**config.mk**
```make
export PLATFORM = sky130hd
export DESIGN_NAME = mioc_flop_bank
export DESIGN_NICKNAME = d
export VERILOG_FILES = /design/src/rtl/mioc_flop_bank_pkg.sv /design/src/rtl/mioc_flop_cell.sv /design/src/rtl/mioc_flop_bank.sv
export SDC_FILE = /design/constraint.sdc
export NUM_CORES = 1
export LEC_CHECK = 0
export ABC_AREA = 1
export CORE_AREA = 2 2 48 50
export CTS_BUF_LIST = sky130_fd_sc_hd__clkbuf_8
export DETAILED_ROUTE_END_ITERATION = 8
export DIE_AREA = 0 0 50 52
export DONT_BUFFER_PORTS = 1
export PLACE_DENSITY_LB_ADDON = 0.2
export SETUP_SLACK_MARGIN = 0.02
export SYNTH_ARGS = -nofsm -noshare
export SYNTH_HDL_FRONTEND = slang
export SYNTH_SLANG_ARGS = --single-unit
```
**constraint.sdc**
```tcl
create_clock -name clk -period 1 [get_ports clk]
set_input_delay 0.1 -clock clk [delete_from_list [all_inputs] [get_ports clk]]
set_output_delay 0.1 -clock clk [all_outputs]
set_load 0.01 [all_outputs]
```
**src/rtl/mioc_flop_bank_pkg.sv**
```systemverilog
// Shared MIOC definitions: strobe edge polarity encodings and the per-channel
// update priority used by the flop bank and its bench.
package mioc_flop_bank_pkg;

  localparam int EDGE_FALL = 0;
  localparam int EDGE_RISE = 1;

  localparam int MAX_WIDTH = 32;

  typedef enum logic [1:0] {
    ACT_HOLD = 2'd0,
    ACT_CLR  = 2'd1,
    ACT_SET  = 2'd2,
    ACT_LOAD = 2'd3
  } flop_action_e;

  // Clear beats set, set beats a strobe edge, otherwise the channel holds.
  function automatic flop_action_e select_action(
    input logic clr,
    input logic set,
    input logic strobe_edge
  );
    if (clr)              return ACT_CLR;
    else if (set)         return ACT_SET;
    else if (strobe_edge) return ACT_LOAD;
    else                  return ACT_HOLD;
  endfunction

endpackage

```
**src/rtl/mioc_flop_cell.sv**
```systemverilog
// One flop channel: strobe edge detector, clr/set/edge priority mux,
// the q register and its one-cycle change pulse.
module mioc_flop_cell
  import mioc_flop_bank_pkg::*;
#(
  parameter logic RST_BIT  = 1'b0,
  parameter int   EDGE_POL = EDGE_FALL
) (
  input  logic clk,
  input  logic rst,
  input  logic clr,
  input  logic set,
  input  logic stb,
  input  logic d,
  input  logic tgl,
  output logic q,
  output logic chg
);

  logic         stb_q;
  logic         strobe_edge;
  logic         q_next;
  flop_action_e action;

  assign strobe_edge = (EDGE_POL == EDGE_RISE) ? (stb & ~stb_q) : (~stb & stb_q);
  assign action      = select_action(clr, set, strobe_edge);

  always_comb begin
    q_next = q;
    case (action)
      ACT_CLR:  q_next = 1'b0;
      ACT_SET:  q_next = 1'b1;
      ACT_LOAD: q_next = tgl ? ~q : d;
      default:  q_next = q;
    endcase
  end

  // stb_q tracks stb every cycle, so an edge masked by clr/set or reset is lost.
  always_ff @(posedge clk) begin
    stb_q <= stb;
    if (rst) begin
      q   <= RST_BIT;
      chg <= 1'b0;
    end else begin
      q   <= q_next;
      chg <= q_next ^ q;
    end
  end

endmodule

```
**src/rtl/mioc_flop_bank.sv**
```systemverilog
// Bank of WIDTH independent strobe-loaded flops with clear, set and toggle;
// all state lives in the per-channel cells.
module mioc_flop_bank
  import mioc_flop_bank_pkg::*;
#(
  parameter int               WIDTH    = 8,
  parameter logic [WIDTH-1:0] RST_VAL  = {WIDTH{1'b0}},
  parameter int               EDGE_POL = EDGE_FALL
) (
  input  logic             clk,
  input  logic             rst,
  input  logic [WIDTH-1:0] clr,
  input  logic [WIDTH-1:0] set,
  input  logic [WIDTH-1:0] stb,
  input  logic [WIDTH-1:0] d,
  input  logic [WIDTH-1:0] tgl,
  output logic [WIDTH-1:0] q,
  output logic [WIDTH-1:0] qbar,
  output logic [WIDTH-1:0] chg
);

  for (genvar i = 0; i < WIDTH; i++) begin : g_cell
    mioc_flop_cell #(
      .RST_BIT  (RST_VAL[i]),
      .EDGE_POL (EDGE_POL)
    ) u_cell (
      .clk (clk),
      .rst (rst),
      .clr (clr[i]),
      .set (set[i]),
      .stb (stb[i]),
      .d   (d[i]),
      .tgl (tgl[i]),
      .q   (q[i]),
      .chg (chg[i])
    );
  end

  assign qbar = ~q;

endmodule

```
==> flow_summary.yaml <==
synthesis:
  synth_compound_area_share_pct: 6.39
  synth_xor_area_share_pct: 0
  synth-simple-area-share_pct: 30.4
  syn_area_um2: 1250
  ys.flop_type: "dfxtp_1"
  synth_edf_count: 0
  ys_ff_latch: 24
  avgSynthCellArea_um2: 6.73
  synth_cell_types: 11
  yosysSeqAreaShare_pct: 38.4
  synthesis.yosys.warnings: 0
  synth_top_family_by_area: "simple AND/OR/NAND/NOR gates"
  synth_top_cells_by_area: "dfxtp_1 38%, inv_1 14%, nand2_1 12%, buf_4 9.6%, a21oi_1 6.4%"
  synthTopCellsByCount: "48 x inv_1, 40 x nand2_1, 24 x dfxtp_1"
  synthAdderAreaFrac_pct: 0
  synth_most_common_cell: "inv_1"
  yosysTopAreaCell: "dfxtp_1"
  async_reset_ff_share_pct: 0
  syn_inst: 186
  yosysTopAreaCellShare_pct: 38.4
  synth.area.mux_share_pct: 0
  syn-num-nets: 228
floorplanning:
  start_util_pct: 59.5
  die_x_um: 50
  fp.dieH_um: 52
  ios: 66
  row_count: 17
  die-area_um2: 2600
  core_area_um2: 2110
worst_setup_path:
  max_stage_delay_ns: 0.35
  crit_buf_inv: 2
  startpoint_type: "flip-flop"
  cp.required_ns: 0.90
  critical_path_class: "flip-flop to primary output"
  critPathSlowestCell: "dfxtp_2"
  cpLargestDelayFamily: "flip-flops"
  cp.arrival_ns: 0.85
  crit_path_cell_trace: "buf_4 > inv_1"
  crit_path_end_kind: "primary output"
  path_max_fanout: 5
pwr:
  p_int_uw: 1420
  clockPowerShare_pct: 28.0
  switching_share_pct: 26.0
  power_density_nw_per_um2: 1370
  leakagePower_uw: 0.000756
  p_switching_uw: 499
  power_frac_seq_pct: 55.4
  p_comb_share_pct: 16.6
  vdd_drop_max_uv: 1030
detailed_routing:
  dr.pass1.iters: 4
  postRouteAntennaNets: 0
  via_per_inst: 4.81
  vias: 1043
  wl_per_cell_um: 11.9
  first_iter_violations: 8
  drc: 0
  wirelength_mm: 2.57
clocking:
  cts.path.max_buffers: 2
  clk_pin_slew_ns: 0.08
  cts_tree: "yes"
  clk_latency_ns: 0.25
  clock_sink_count: 24
  htree_levels: 1
  numCtsBuffers: 3
  cts-root-buf: "clkbuf_8"
global_routing:
  grt_pass1_vias: 1056
  grt_max_degree: 13
  groute.usage.overall_pct: 20.4
  grt-ovfl-total: 0
  grt_pass1_wl_mm: 4.02
  antenna_found_initial: 0
place:
  dp.final_hpwl_mm: 1.88
  placed_area_um2: 1220
  gp_congestion: 0.618
  numPortBuffers: 0
  dp_cells: 205
finish:
  final_cell_area_um2: 1400
  nets: 233
  area_growth_pct: 11.6
  fin_util_pct: 66.4
  drive_gt1_share_pct: 24.9
  fill_cells: 209
  final_cells: 217
  diodes: 0
outcome:
  run_status: "complete, no violations"
sta:
  rsz0062_at_grt: "true"
  fin_crit_sh_pct: 94.8
  tightestPinTransition_ns: 0.370
  max_freq_mhz: 1050
  drv_slew: 0
  fin_crit_ns: 0.948
  finalHoldViolations: 0
  maxSlewHeadroom_pct: 75.2
  fin_skew_ns: 0.000751
  setup_viol: 0
worst_hold_path:
  hold_class: "input pin to flip-flop"
job:
  cap_viol_max_count: 0
-- logic make-up after synthesis --
family | count (synthesis)
buffers and inverters | 66
AND/OR/NAND/NOR | 80
flip-flops | 24
AO/OA/AOI/OAI | 16
-- flip-flops by register name (all words and copies together) (netlist names) --
signal / cells
g_cell.u_cell.stb_q: 8
g_cell.u_cell.chg: 8
g_cell.u_cell.q: 8
-- final cells by class --
type                    count  area, µm²  share of cell area, %
flip-flops and latches     24        488                   34.9
repair buffers             17        150                   10.7
multi-input cells          96        497                   35.5
well taps                  28       35.0                   2.51
clock buffers               3       41.3                   2.95
inverters                  49        186                   13.3
-- stage by stage --
step	hold slack (ns)	total power (µW)	setup TNS (ns)	setup WS (ns)
floorplan	0.128	1340	0	0.145
global placement	0.128	1320	0	0.121
detailed placement	0.128	1340	0	0.0569
CTS	0.000336	1910	0	0.0459
global route	0.0123	2020	-0.00251	-0.00251
finish	0.00891	1920	0	0.0519
-- worst min-delay path, cell delays in order --
cell and delay [ns]:
inv_4 0.04, nand2_1 0.06, nor2_1 0.03
-- repair_timing --
item,4_1_cts,5_1_grt
hold buffers,9,0
setup endpoints to repair,1,11
gates resized for setup,1,18
endpoints found under the hold margin,16,0
setup buffers,0,0
pin swaps,0,1
-- power groups by stage --
stage | Combinational [µW] | Sequential (µW) | Clock [µW]
after floorplan | 272 | 1060 | 0
after global placement | 249 | 1080 | 0
after detailed placement | 266 | 1080 | 0
after CTS | 299 | 1060 | 552
after global routing | 360 | 1070 | 592
final | 318 | 1060 | 537
-- layout by cell type, fill, tap and decap left out --
cell type / count
inv_1: 45
nand2_1: 39
dfxtp_1: 18
nor2_1: 16
a21oi_2: 9
nand2_2: 9
dlygate4sd3_1: 9
nand3_2: 8
nand3_1: 8
buf_4: 8
a21oi_1: 7
dfxtp_2: 6
inv_2: 3
clkbuf_8: 3
inv_4: 1
-- path summary, 6_finish.rpt --
path                            startpoint                              end  cells past startpoint  slack (ns)
max          g_cell[2].u_cell.q$_SDFF_PP0_                          qbar[2]                      2        0.05
min                                    rst  g_cell[3].u_cell.chg$_SDFF_PP0_                      3       0.009
max reg2reg  g_cell[2].u_cell.q$_SDFF_PP0_  g_cell[2].u_cell.chg$_SDFF_PP0_                      5        0.07
min reg2reg  g_cell[2].u_cell.q$_SDFF_PP0_  g_cell[2].u_cell.chg$_SDFF_PP0_                      2        0.58
-- routing by layer --
metal  global-route usage, %  up-vias  routed length [µm]
li1                        -      534                   -
met1                    19.0      471                 936
met2                    42.1       36                1470
met3                    5.17        2                 161
met4                    6.94        0                   8
met5                       0        -                   0
Note: power is estimated with default switching activity, not from simulation.
